### src/rtl/imem_loader_pkg.sv
// Shared definitions for the boot-time instruction-memory loader:
// FSM state encoding and stream framing constants.
package imem_loader_pkg;

    typedef enum logic [2:0] {
        CNT_HI = 3'd0,
        CNT_LO = 3'd1,
        DATA   = 3'd2,
        FLUSH  = 3'd3,
        RUN    = 3'd4,
        ERR    = 3'd5
    } state_t;

    localparam int BYTES_PER_WORD = 4;

endpackage

### src/rtl/imem_loader_word_assembler.sv
// 8-to-32 big-endian shift register; word_valid flags the byte that
// completes a word, and {shift, data} is that complete word.
module word_assembler
    import imem_loader_pkg::*;
(
    input  logic        clk,
    input  logic        reset,
    input  logic        load,
    input  logic [7:0]  data,
    output logic [31:0] word,
    output logic        word_valid
);

    logic [23:0] shift;
    logic [1:0]  idx;

    assign word       = {shift, data};
    assign word_valid = load && (idx == 2'(BYTES_PER_WORD - 1));

    always_ff @(posedge clk) begin
        if (!reset) begin
            shift <= '0;
            idx   <= '0;
        end else if (load) begin
            // NOTE: non-blocking so every register samples pre-edge values,
            // independent of statement order inside the block.
            shift <= {shift[15:0], data};
            idx   <= idx + 2'd1;
        end
    end

endmodule

### src/rtl/imem_loader.sv
// Boot loader: parses a 16-bit word count plus big-endian words from a byte
// stream, writes them to instruction memory, then releases the Processor.
module imem_loader
    import imem_loader_pkg::*;
#(
    parameter int ADDR_WIDTH = 6
) (
    input  logic                  clk,
    input  logic                  reset,
    input  logic                  in_valid,
    input  logic [7:0]            in_data,
    output logic                  in_ready,
    output logic                  we,
    output logic [ADDR_WIDTH-1:0] waddr,
    output logic [31:0]           wdata,
    output logic                  proc_reset,
    output logic                  done,
    output logic                  error,
    output logic [15:0]           words_loaded
);

    localparam logic [16:0] DEPTH = 17'(1 << ADDR_WIDTH);

    state_t      state;
    logic [15:0] count;
    logic [15:0] header;
    logic        transfer;
    logic [31:0] word;
    logic        word_valid;

    assign in_ready = (state == CNT_HI) || (state == CNT_LO) || (state == DATA);
    assign transfer = in_valid && in_ready;
    assign header   = {count[15:8], in_data};

    word_assembler u_asm (
        .clk        (clk),
        .reset      (reset),
        .load       (transfer && (state == DATA)),
        .data       (in_data),
        .word       (word),
        .word_valid (word_valid)
    );

    always_ff @(posedge clk) begin
        if (!reset) begin
            state        <= CNT_HI;
            count        <= '0;
            we           <= 1'b0;
            waddr        <= '0;
            wdata        <= '0;
            proc_reset   <= 1'b1;
            done         <= 1'b0;
            error        <= 1'b0;
            words_loaded <= '0;
        end else begin
            // Write strobe is a single-cycle pulse; only a completed word raises it.
            we <= 1'b0;
            case (state)
                CNT_HI: begin
                    if (transfer) begin
                        count[15:8] <= in_data;
                        state       <= CNT_LO;
                    end
                end
                CNT_LO: begin
                    if (transfer) begin
                        count[7:0] <= in_data;
                        if (header == 16'd0) begin
                            state      <= RUN;
                            proc_reset <= 1'b0;
                            done       <= 1'b1;
                        end else if ({1'b0, header} > DEPTH) begin
                            state <= ERR;
                            error <= 1'b1;
                        end else begin
                            state <= DATA;
                        end
                    end
                end
                DATA: begin
                    if (word_valid) begin
                        we           <= 1'b1;
                        wdata        <= word;
                        waddr        <= words_loaded[ADDR_WIDTH-1:0];
                        words_loaded <= words_loaded + 16'd1;
                        if (words_loaded == count - 16'd1) begin
                            state <= FLUSH;
                        end
                    end
                end
                FLUSH: begin
                    // Release the Processor only after the last write cycle.
                    state      <= RUN;
                    proc_reset <= 1'b0;
                    done       <= 1'b1;
                end
                RUN, ERR: begin
                end
                default: state <= CNT_HI;
            endcase
        end
    end

endmodule

### config.mk
export PLATFORM = sky130hd
export DESIGN_NAME = imem_loader
export DESIGN_NICKNAME = d
export VERILOG_FILES = /design/src/rtl/imem_loader_pkg.sv /design/src/rtl/imem_loader_word_assembler.sv /design/src/rtl/imem_loader.sv
export SDC_FILE = /design/constraint.sdc
export NUM_CORES = 1
export LEC_CHECK = 0
export BUFFER_PORTS_ARGS = -buffer_cell sky130_fd_sc_hd__buf_2
export CORE_ASPECT_RATIO = 1.1
export CORE_MARGIN = 3
export CORE_UTILIZATION = 44
export CTS_CLUSTER_SIZE = 25
export DETAILED_ROUTE_END_ITERATION = 10
export SYNTH_ARGS = -nofsm -noshare
export SYNTH_HDL_FRONTEND = slang
export SYNTH_SLANG_ARGS = --single-unit
export TNS_END_PERCENT = 100
### constraint.sdc
create_clock -name clk -period 2.29 [get_ports clk]
set_input_delay 0.229 -clock clk [delete_from_list [all_inputs] [get_ports clk]]
set_output_delay 0.229 -clock clk [all_outputs]
set_load 0.05 [all_outputs]
# [After elaboration in Yosys (flattened, before gate mapping)]
# Index checks and enable logic that the tools add are counted.
[word_totals] ff_bits=103 in_bits=11 out_inout_bits=59 wordCells=60
[classes] addsub=3 n_lt_le_gt_ge=1 eq_ne=12 muxes=14 bitwise_logic=2 reduce_logical=16
[ops] op="$mux 3" count=6
[ops] op="$add 16x1->16 const B" count=1
[ops] op="$eq 16x16->1" count=1
[ops] op="$gt 16x7->1 const B" count=1
[ops] op="$logic_not 16->1" count=1
[ops] op="$sub 16x1->16 const B" count=1
[ops] op="$pmux 3 s5" count=1
[ops] op="$reduce_and 2->1" count=4
[ops] op="$eq 3x2->1 const B" count=2
[ops] op="$eq 3x3->1 const B" count=2
[ops] op="$ne 2x1->1 const B" count=3
[ops] op="$mux 1" count=5
[ops] op="$reduce_and 5->1" count=1
[ops] op="$ne 2x2->1 const B" count=2
[ops] op="$pmux 1 s2" count=2
[ops] op="$reduce_and 4->1" count=1
[ops] op="$eq 3x1->1 const B" count=1
[ops] op="$logic_and 1x1->1" count=3
[ops] op="$logic_not 3->1" count=1
[ops] op="$reduce_and 3->1" count=1
[ops] op="$add 2x1->2 const B" count=1
[ops] op="$eq 2x2->1 const B" count=1
[ops] op="$logic_or 1x1->1" count=2
[ops] op="$not 1->1" count=2
[ops] op="other kinds (2)" count=2

# [Longest topological paths before layout]
# Gate-level depths: netlist of run 1.
[depth] depth_word=8 mapped_depth=8 mapped_depth_nobuf=8

# [By module]
# A second synthesis of run 1 with hierarchy kept.
[hier_totals] cells_unflattened=543 area_unflattened_um2=4748.3
[modules_own_cells] mod="imem_loader" n_inst=1 cells_per_inst=450 area_per_inst_um2=3672.3 seq_area_each_um2=1541.5
[modules_own_cells] mod="word_assembler" n_inst=1 cells_per_inst=93 area_per_inst_um2=1076.0 seq_area_each_um2=520.5

# [Worst setup path after synthesis of run 1]
# OpenSTA, ideal clock, no wires.
[synth_path] kind="register to register" from="register words_loaded[3]" to="register words_loaded[15]" setup_ns=0.115 arrival_time_ns=2.216 slack_ns=-0.041 stages_incl_launch_ff=8 path_buffers=1 synth_period_minus_slack_ns=2.331 cell_sequence="dfxtp_1 -> clkbuf_1 -> nand4_1 -> or4_1 -> nor2_1 -> nand4_1 -> xnor2_1 -> and2_1"
[synth_between] elab_chain_cells=1
[synth_lines] item="start: declaration" line_no="imem_loader.sv:19" source="output logic [15:0] words_loaded"
[synth_lines] item="start signal: assignment" line_no="imem_loader.sv:85" source="words_loaded <= words_loaded + 16'd1;"
[synth_lines] item="$add 16x1->16" line_no="imem_loader.sv:85"
# Every way passes these cells.
# A chain may end at the register's enable or synchronous reset.

# [Final worst setup path of run 1]
[layout_path] from="register count[0]" to="register state[0]"
[layout_between] elab_chain_cells=4
[layout_lines] item="start: declaration" line_no="imem_loader.sv:25" source="logic [15:0] count;"
[layout_lines] item="start signal: assignment" line_no="imem_loader.sv:67" source="count[7:0] <= in_data;"
[layout_lines] item="$sub 16x1->16" line_no="imem_loader.sv:86" source="if (words_loaded == count - 16'd1) begin"
[layout_lines] item="$eq 16x16->1" line_no="imem_loader.sv:86"
[layout_lines] item="$ne 2x1->1 (no source line)"
[layout_lines] item="$reduce_and 5->1 (no source line)"
[layout_lines] item="end signal: assignment" line_no="imem_loader.sv:87" source="state <= FLUSH;"
[layout_lines] item="end signal: assignment" line_no="imem_loader.sv:93" source="state <= RUN;"
[layout_lines] item="end signal: assignment" line_no="imem_loader.sv:99" source="default: state <= CNT_HI;"
[layout_lines] item="end: declaration" line_no="imem_loader.sv:24" source="state_t state;"
# Every way passes these cells.

==> results.cfg, run 1 <==
[clock_network]
cts_sinks = 103
cts_tree = done
cts_buffer_depth = 2
htree_levels = 3
numCtsBuffers = 9
clk_pin_slew_ns = 0.10
root_buffer = clkbuf_8
clk_latency_ns = 0.38
ctsHoldBuffers = 0

[synth]
async_flop_share_pct = 0
ys_seq_elements = 103
yosysUniqueCellTypes = 48
syn_inst = 558
synthFlopType = dfxtp_1
synth_top_area_cell = dfxtp_1
syn_area_mm2 = 0.00463
synth.area.top_cells = dfxtp_1 45%, nand2_1 14%, a21boi_0 13%
synth_nets = 572
synth_edf_count = 0
yosysTopAreaCellShare_pct = 44.6
postSynthAreaPerCell_um2 = 8.29
ys_warn_count = 0
synth_seq_area_share_pct = 44.6

[power]
powerDensity_mw_per_mm2 = 650
totalPowerFinal_mw = 3.50
power_leakage_nw = 2.06
vdd_ir_drop_max_uv = 330

[detailed_routing]
drt-initial-drc-count = 160
via_per_inst = 5.11
via_count = 3892
first_pass_iters = 5
wirelength_um = 10700
ant_nets = 0
post_drt_wl_per_cell_um = 14.1
drc = 0

[setup_path]
cp_max_fo = 5
crit_path_end_kind = flop
cp.required_ns = 2.61
worst_ep_arrival_time_ns = 2.43
crit_path_start_kind = flop
path_class = reg -> reg

[flow_run]
drv_cap = 0

[global_routing]
grt_pass1_wl_um = 18000
antenna_found_initial = 0
grt_max_degree = 42
grt_use_met3_pct = 3.11
overflow = 0
grt_usage_pct = 19.0
use_met1_pct = 26.4
busiest_layer = met2
grt_use_met2_pct = 29.0
grt_pass1_vias = 3597

[die]
fp.coreArea_mm2 = 0.0101
core.rowCount = 38
die-area_mm2 = 0.0118
die_w_um = 104
die_h_um = 114
initial_core_util_pct = 45.9
num_io_pins = 70

[placement]
port_buffers = 69
dp_hpwl_um = 7430
dp.cells = 744
place_congestion = 0.859

[sta]
finClkSkew_ns = 0.00937
fin_crit_sh_pct = 92.1
tightest_slew_ns = 0.566
report.final.setup_viol = 0
final_hold_viol_count = 0
timing.fmax_mhz = 474
maxSlewHeadroom_pct = 62.3
tns_ns = 0
rsz0062_at_grt = false
fin_crit_ns = 2.11
drv_slew = 0
timing.hold.ws_ns = 0.155

[cells_and_area]
layout-area-overhead-vs-synth_pct = 16.4
final_cells = 762
fin_nets = 631
antenna_cells = 0
final_layout_size_suffix_gt1_share_pct = 18.6

[run_status]
status = complete, no violations

[hold_path]
hp-class = in -> reg
-- cells in the final DEF (no fill, tap or decap), types with 2 or more instances in the layout --
master and n:
o21ai_0 7, nor4_2 2, buf_4 15, or4_1 2
nand3_1 10, buf_2 69, nor2_1 15, inv_6 2
nand4_1 11, xor2_1 12, nor2_2 2, and3_1 4
nor4_1 2, and2_1 12, ha_1 3, nor4b_1 2
dfxtp_1 100, a31oi_1 2, nor3_4 2, xnor2_1 22
o21a_1 4, or3_1 3, dfxtp_2 3, inv_1 8
mux2i_1 2, nand2b_1 3, nor3_1 6, o31ai_1 2
a21oi_1 5, clkbuf_8 9, bufinv_16 2, nand2_1 170
nor2b_1 6, a21boi_0 82
-- cells by family after synthesis --
family | share of synthesized area (%)
simple gates | 25.5
compound gates | 18.2
flops | 44.6
buf+inv | 4.06
xor+xnor | 6.44
fa+ha+maj | 0.811
mux | 0.433
-- repair_timing --
item                       CTS  global route
gates resized for setup      0             3
setup buffers                0             2
setup endpoints to repair    0             1
-- per-layer routing --
layer,vias up,share of wire (%)
li1,1990,-
met1,1792,49
met2,96,45
met3,14,4.3
met4,0,2.2
met5,-,0
-- metrics by stage --
step                      instance area [um2]  util (%)  setup WS, ns
after floorplan                          4630         -        0.0272
after global placement                   5130      50.9         0.165
after detailed placement                 5130      50.9        0.0642
after CTS                                5350      53.1        0.0395
after global routing                     5390      53.4       0.00729
final                                    5390      53.4         0.180
-- state kept, by name (all words and copies together) (netlist names) --
name / cells
state: 3
proc_reset: 1
wdata: 32
u_asm.shift: 24
done: 1
words_loaded: 16
u_asm.idx: 2
waddr: 6
error: 1
we: 1
count: 16
-- worst max-delay path: stages, from the launching register on --
cell and delay, ns:
dfxtp_1 0.36, inv_1 0.07, ha_1 0.16, nor4b_4 0.30, a41oi_1 0.15, or3b_2 0.50, nor4_2 0.18, o2111ai_1 0.17
a21oi_1 0.17
-- Yosys cell counts (2+ instances only) --
cell	number
o31ai_1	2
nor2_1	16
nor4_1	4
mux2i_1	2
ha_1	3
buf_1	2
o21a_1	4
nor4b_1	2
buf_6	2
and3_1	4
nand2_1	170
inv_1	8
nor2b_1	6
nand3_1	10
nor3_4	2
nand4_1	11
a31oi_1	2
o21ai_0	7
or4_1	2
or3_1	3
nor3_1	6
dfxtp_1	103
xor2_1	12
nand2b_1	3
xnor2_1	22
a21oi_1	5
a21boi_0	82
and2_1	12
buf_2	3
clkbuf_1	30
-- worst paths after layout --
path	from	end	slack [ns]	depth (start not counted)
worst max register to register	count[0]	state[0]	0.18	8
worst min-delay path	in_data[5]	wdata[5]	0.16	3
worst min register to register	waddr[1]	waddr[1]	0.46	2
worst max-delay path	count[0]	state[0]	0.18	8
-- where the power goes --
part,switching (mW),internal (mW),leakage [nW]
clock network,0.674,0.629,0.112
registers,0.0339,1.81,0.833
logic,0.197,0.155,1.12
total,0.905,2.60,2.06
-- layout make-up --
type                            instances  area, um2
Fill cell                             985       4690
Multi-Input combinational cell        410       2410
Sequential cell                       103       2070
Timing Repair Buffer                   85        478
Tap cell                              140        175
Clock buffer                            9        124
Clock inverter                          7        101
Inverter                                8       30.0
No activity file was read; power rests on OpenSTA's default activity.
==> inputs of run 2 (changes only) <==
CTS_CLUSTER_SIZE = not set   (was 25)
clock period = 2.01 ns   (was 2.29 ns; I/O delays follow)
==> run 2 against run 1 <==
Compared with the run above: the flow now finishes with violations (setup timing); clock-buffer cell count increased by 3; global-route usage increased by 0.59 points; highest routed layer unchanged; largest cell class unchanged; register-to-register slack got worse by 0.20 ns; core utilization increased by 1.8 points.
==> results.cfg, run 2 (synthesized netlist as in run 1, its figures left out) <==
[run_status]
status = complete, but fails checks
violations = setup timing

[setup_path]
worst_ep_arrival_time_ns = 2.32
crit_path_end_kind = flop
path_class = reg -> reg
crit_slowest_cell = or4_4
crit_path_start_kind = flop
slowest_delay_ns = 0.55
cp_max_fo = 6
cp.required_ns = 2.30
r2r_slack_ns = -0.02
path_cells = nor3_4, nand4_1, or4_4, a2111oi_4, o2111ai_2, a21oi_1

[clock_network]
cts_tree = done
htree_levels = 3
root_buffer = clkbuf_8
clk_latency_ns = 0.36
cts_buffer_depth = 2
ctsHoldBuffers = 0
clk_pin_slew_ns = 0.09
cts_sinks = 103
numCtsBuffers = 9

[placement]
place_ws_ns = -0.0494
place_congestion = 0.885
place_area_mm2 = 0.00525
dp_hpwl_um = 7920
port_buffers = 69
dp.cells = 758

[cells_and_area]
final_area_mm2 = 0.00557
final_layout_size_suffix_gt1_share_pct = 22.5
regMostFlops = wdata
layout_commonest_cell = nand2_1
top_regs = wdata x32, u_asm.shift x24
antenna_cells = 0
largest_reg_flops = 32
layout_common_cells = 170 x nand2_1, 93 x dfxtp_1, 82 x a21boi_0, 69 x buf_2, 29 x buf_4
layout-area-overhead-vs-synth_pct = 20.4
final_cells = 775
fin_nets = 644

[global_routing]
antenna_found_initial = 0
grt_pass1_wl_um = 18900
grt_usage_pct = 19.6
grt_max_degree = 41
grt_pass1_vias = 3797
overflow = 0

[sta]
final_hold_viol_count = 0
tightest_slew_ns = 0.506
tns_ns = -0.0154
timing.fmax_mhz = 494
drv_slew = 0
fin_crit_sh_pct = 101
rsz0062_at_grt = true
maxSlewHeadroom_pct = 66.2
fin_crit_ns = 2.03
report.final.setup_viol = 1
finClkSkew_ns = 0.00563
setup_ws_ns = -0.0154

[detailed_routing]
met2_length_um = 5300
drt-initial-drc-count = 184
met3_length_um = 511
drc = 0
via_per_inst = 5.11
first_pass_iters = 4
wl_met1_um = 5280
post_drt_wl_per_cell_um = 14.5
wirelength_um = 11200
ant_nets = 0
via_count = 3958
highest_layer = met4

[die]
die_w_um = 104
fp.coreArea_mm2 = 0.0101
core.rowCount = 38
die_h_um = 114
initial_core_util_pct = 45.9
die-area_mm2 = 0.0118
num_io_pins = 70

[hold_path]
hp-class = in -> reg

[power]
vdd_ir_drop_max_uv = 561
power_leakage_nw = 2.15
powerDensity_mw_per_mm2 = 727

[flow_run]
drv_cap = 0
==> run 2: cell types whose count changed in the layout (fill, tap and decap cells not counted), sizes merged <==
cell      before  now
clkinvlp       1    0
inv           11    9
clkbuf         9   12
buf           85   98
==> run 2: cell type report <==
type	count	area, um2
well taps	140	175
clock buffers	12	155
flip-flops and latches	103	2080
clock inverters	4	76.3
repair buffers	98	563
fillers	981	4510
multi-input cells	410	2480
inverters	8	30.0
==> run 2: stage by stage <==
step	total power, mW	hold slack, ns	util, %
2_1_floorplan	2.42	0.346	-
3_3_place_gp	2.56	0.443	52.0
3_5_place_dp	2.56	0.455	52.0
4_1_cts	4.06	0.131	54.6
5_1_grt	4.24	0.115	55.3
6_report	4.05	0.150	55.3
==> run 2: power breakdown <==
group / internal (mW) / leakage [nW] / switching (mW) / total [mW]
registers: 2.06 / 0.838 / 0.0375 / 2.10
clock network: 0.778 / 0.118 / 0.700 / 1.48
logic: 0.209 / 1.19 / 0.262 / 0.470
total: 3.05 / 2.15 / 0.999 / 4.05
==> run 2: path summary, 6_finish.rpt <==
check / start / end / cells after the start
worst min register to register: wdata[17] / wdata[17] / 2
worst max register to register: count[3] / state[0] / 6
worst min-delay path: in_data[5] / u_asm.shift[5] / 3
worst max-delay path: count[3] / state[0] / 6
==> run 2: timing repair <==
action / 4_1_cts / 5_1_grt
setup buffers: 1 / 0
pin swaps: 0 / 3
endpoints found under the setup margin: 1 / 3
gates resized for setup: 4 / 14
==> run 2: per-layer routing <==
layer / vias up / global-route usage, %
met2: 82 / 32.3
met1: 1853 / 25.3
met3: 13 / 4.70
met4: 0 / 6.91
li1: 2010 / -
met5: - / 0
==> run 2: critical path: cells and delay by family (launching register included) <==
kind	cells	cell delay, ns
DFF	1	0.39
and+or+nand+nor	3	0.88
AOI/OAI and AO/OA	3	0.71
==> inputs of run 3 (changes only) <==
CORE_MARGIN = not set   (was 3)
==> run 3 against run 2 <==
Compared with the run above: the flow still finishes with violations (setup timing); clock skew up 0.0024 ns; die area down 7.2%; power down 3.6%; worst hold slack worse by 0.013 ns; via count down 1.0%; final area up 0.27%; highest routed layer unchanged; first-iteration DRC count up 18%; sequential share of layout area down 0.10 points.
==> results.cfg, run 3 (synthesized netlist as in run 1, its figures left out) <==
[clock_network]
cts_buffer_depth = 2
clk_latency_ns = 0.37
cts_tree = done
ctsHoldBuffers = 0
numCtsBuffers = 9
root_buffer = clkbuf_8
cts_sinks = 103
htree_levels = 3
clk_pin_slew_ns = 0.10

[hold_path]
hp-class = in -> reg

[run_status]
violations = setup timing
status = complete, but fails checks

[die]
initial_core_util_pct = 46.1
num_io_pins = 70
die_w_um = 99.8
die_h_um = 110
fp.coreArea_mm2 = 0.0100
die-area_mm2 = 0.0109
core.rowCount = 38

[cells_and_area]
largest_reg_flops = 32
top_regs = wdata x32, u_asm.shift x24
regMostFlops = wdata
layout_commonest_cell = nand2_1
final_layout_size_suffix_gt1_share_pct = 23.3
layout-area-overhead-vs-synth_pct = 20.7
post-route-util_pct = 55.7
layout_common_cells = 170 x nand2_1, 93 x dfxtp_1, 82 x a21boi_0, 69 x buf_2, 27 x buf_4
fin_nets = 645
antenna_cells = 0

[setup_path]
cp_max_fo = 4
path_class = reg -> reg
crit_slowest_cell = dfxtp_2
cp.required_ns = 2.31
worst_ep_arrival_time_ns = 2.34
slowest_delay_ns = 0.35
crit_path_end_kind = flop
crit_path_start_kind = flop
path_cells = inv_2, ha_4, nor4b_4, buf_4, nand3_2, o21ba_4, a2111oi_4, o2111ai_2, a21oi_1

[power]
vdd_ir_drop_max_uv = 451
power_leakage_nw = 2.15
totalPowerFinal_mw = 3.90
powerDensity_mw_per_mm2 = 699

[detailed_routing]
via_per_inst = 5.05
post_drt_wl_per_cell_um = 14.7
ant_nets = 0
via_count = 3917
first_pass_iters = 4
drt-initial-drc-count = 218
wirelength_um = 11400
drc = 0

[sta]
maxSlewHeadroom_pct = 64.7
tns_ns = -0.0303
rsz0062_at_grt = true
report.final.setup_viol = 1
final_hold_viol_count = 0
timing.fmax_mhz = 490
drv_slew = 0
finClkSkew_ns = 0.00803
setup_ws_ns = -0.0303
fin_crit_ns = 2.04
timing.hold.ws_ns = 0.136
tightest_slew_ns = 0.526
fin_crit_sh_pct = 102

[flow_run]
drv_cap = 0

[global_routing]
grt_pass1_vias = 3716
grt_pass1_wl_um = 18500
grt_max_degree = 59
overflow = 0
grt_usage_pct = 21.8
antenna_found_initial = 0

[placement]
place_congestion = 0.879
dp_hpwl_um = 7980
port_buffers = 69
==> run 3: layout make-up <==
class	count	area, um2
Sequential cell	103	2080
Tap cell	140	175
Timing Repair Buffer	99	608
Clock buffer	10	138
Inverter	8	30.0
Multi-Input combinational cell	410	2490
Clock inverter	5	56.3
Fill cell	940	4450
==> run 3: metal layers <==
metal / track usage (%) / share of wire, % / up-vias
met3: 2.48 / 2.1 / 15
met5: 0 / 0 / -
met4: 9.14 / 1.9 / 0
met1: 27.2 / 46 / 1850
met2: 38.2 / 50 / 50
li1: - / - / 2002
==> run 3: critical path: cells and delay by family, from the launching register on <==
| kind | cells | cell delay (ns) |
|---|---|---|
| compound gates | 4 | 0.90 |
| buf+inv | 2 | 0.26 |
| fa+ha+maj | 1 | 0.13 |
| flops | 1 | 0.35 |
| simple gates | 2 | 0.34 |
==> run 3: path summary, 6_finish.rpt <==
path                            cells past startpoint  slack (ns)        endpoint        from
worst min register to register                      2        0.46       wdata[27]   wdata[27]
worst min-delay path                                3        0.14  u_asm.shift[5]  in_data[5]
worst max-delay path                                9       -0.03        state[0]    count[1]
worst max register to register                      9       -0.03        state[0]    count[1]
==> run 3: through the flow <==
stage / setup slack [ns] / area, um2 / cells
global placement: 0.0282 / 5280 / 757
global route: -0.164 / 5580 / 775
CTS: -0.0385 / 5520 / 774
finish: -0.0303 / 5580 / 775
floorplan: -0.00417 / 4660 / 558
detailed placement: -0.115 / 5280 / 757
==> run 3: timing repair <==
item,in CTS,in global routing
pin swaps,2,7
setup endpoints to repair,1,3
cloned,0,0
resized for setup,8,14
setup buffers,2,2
==> run 3: power by group <==
group          switching [mW]  leakage, nW  total [mW]  internal (mW)
Combinational           0.270         1.21       0.502          0.232
Clock                   0.703       0.0985        1.31          0.604
Sequential             0.0325        0.838        2.09           2.06
Total                    1.01         2.15        3.90           2.90
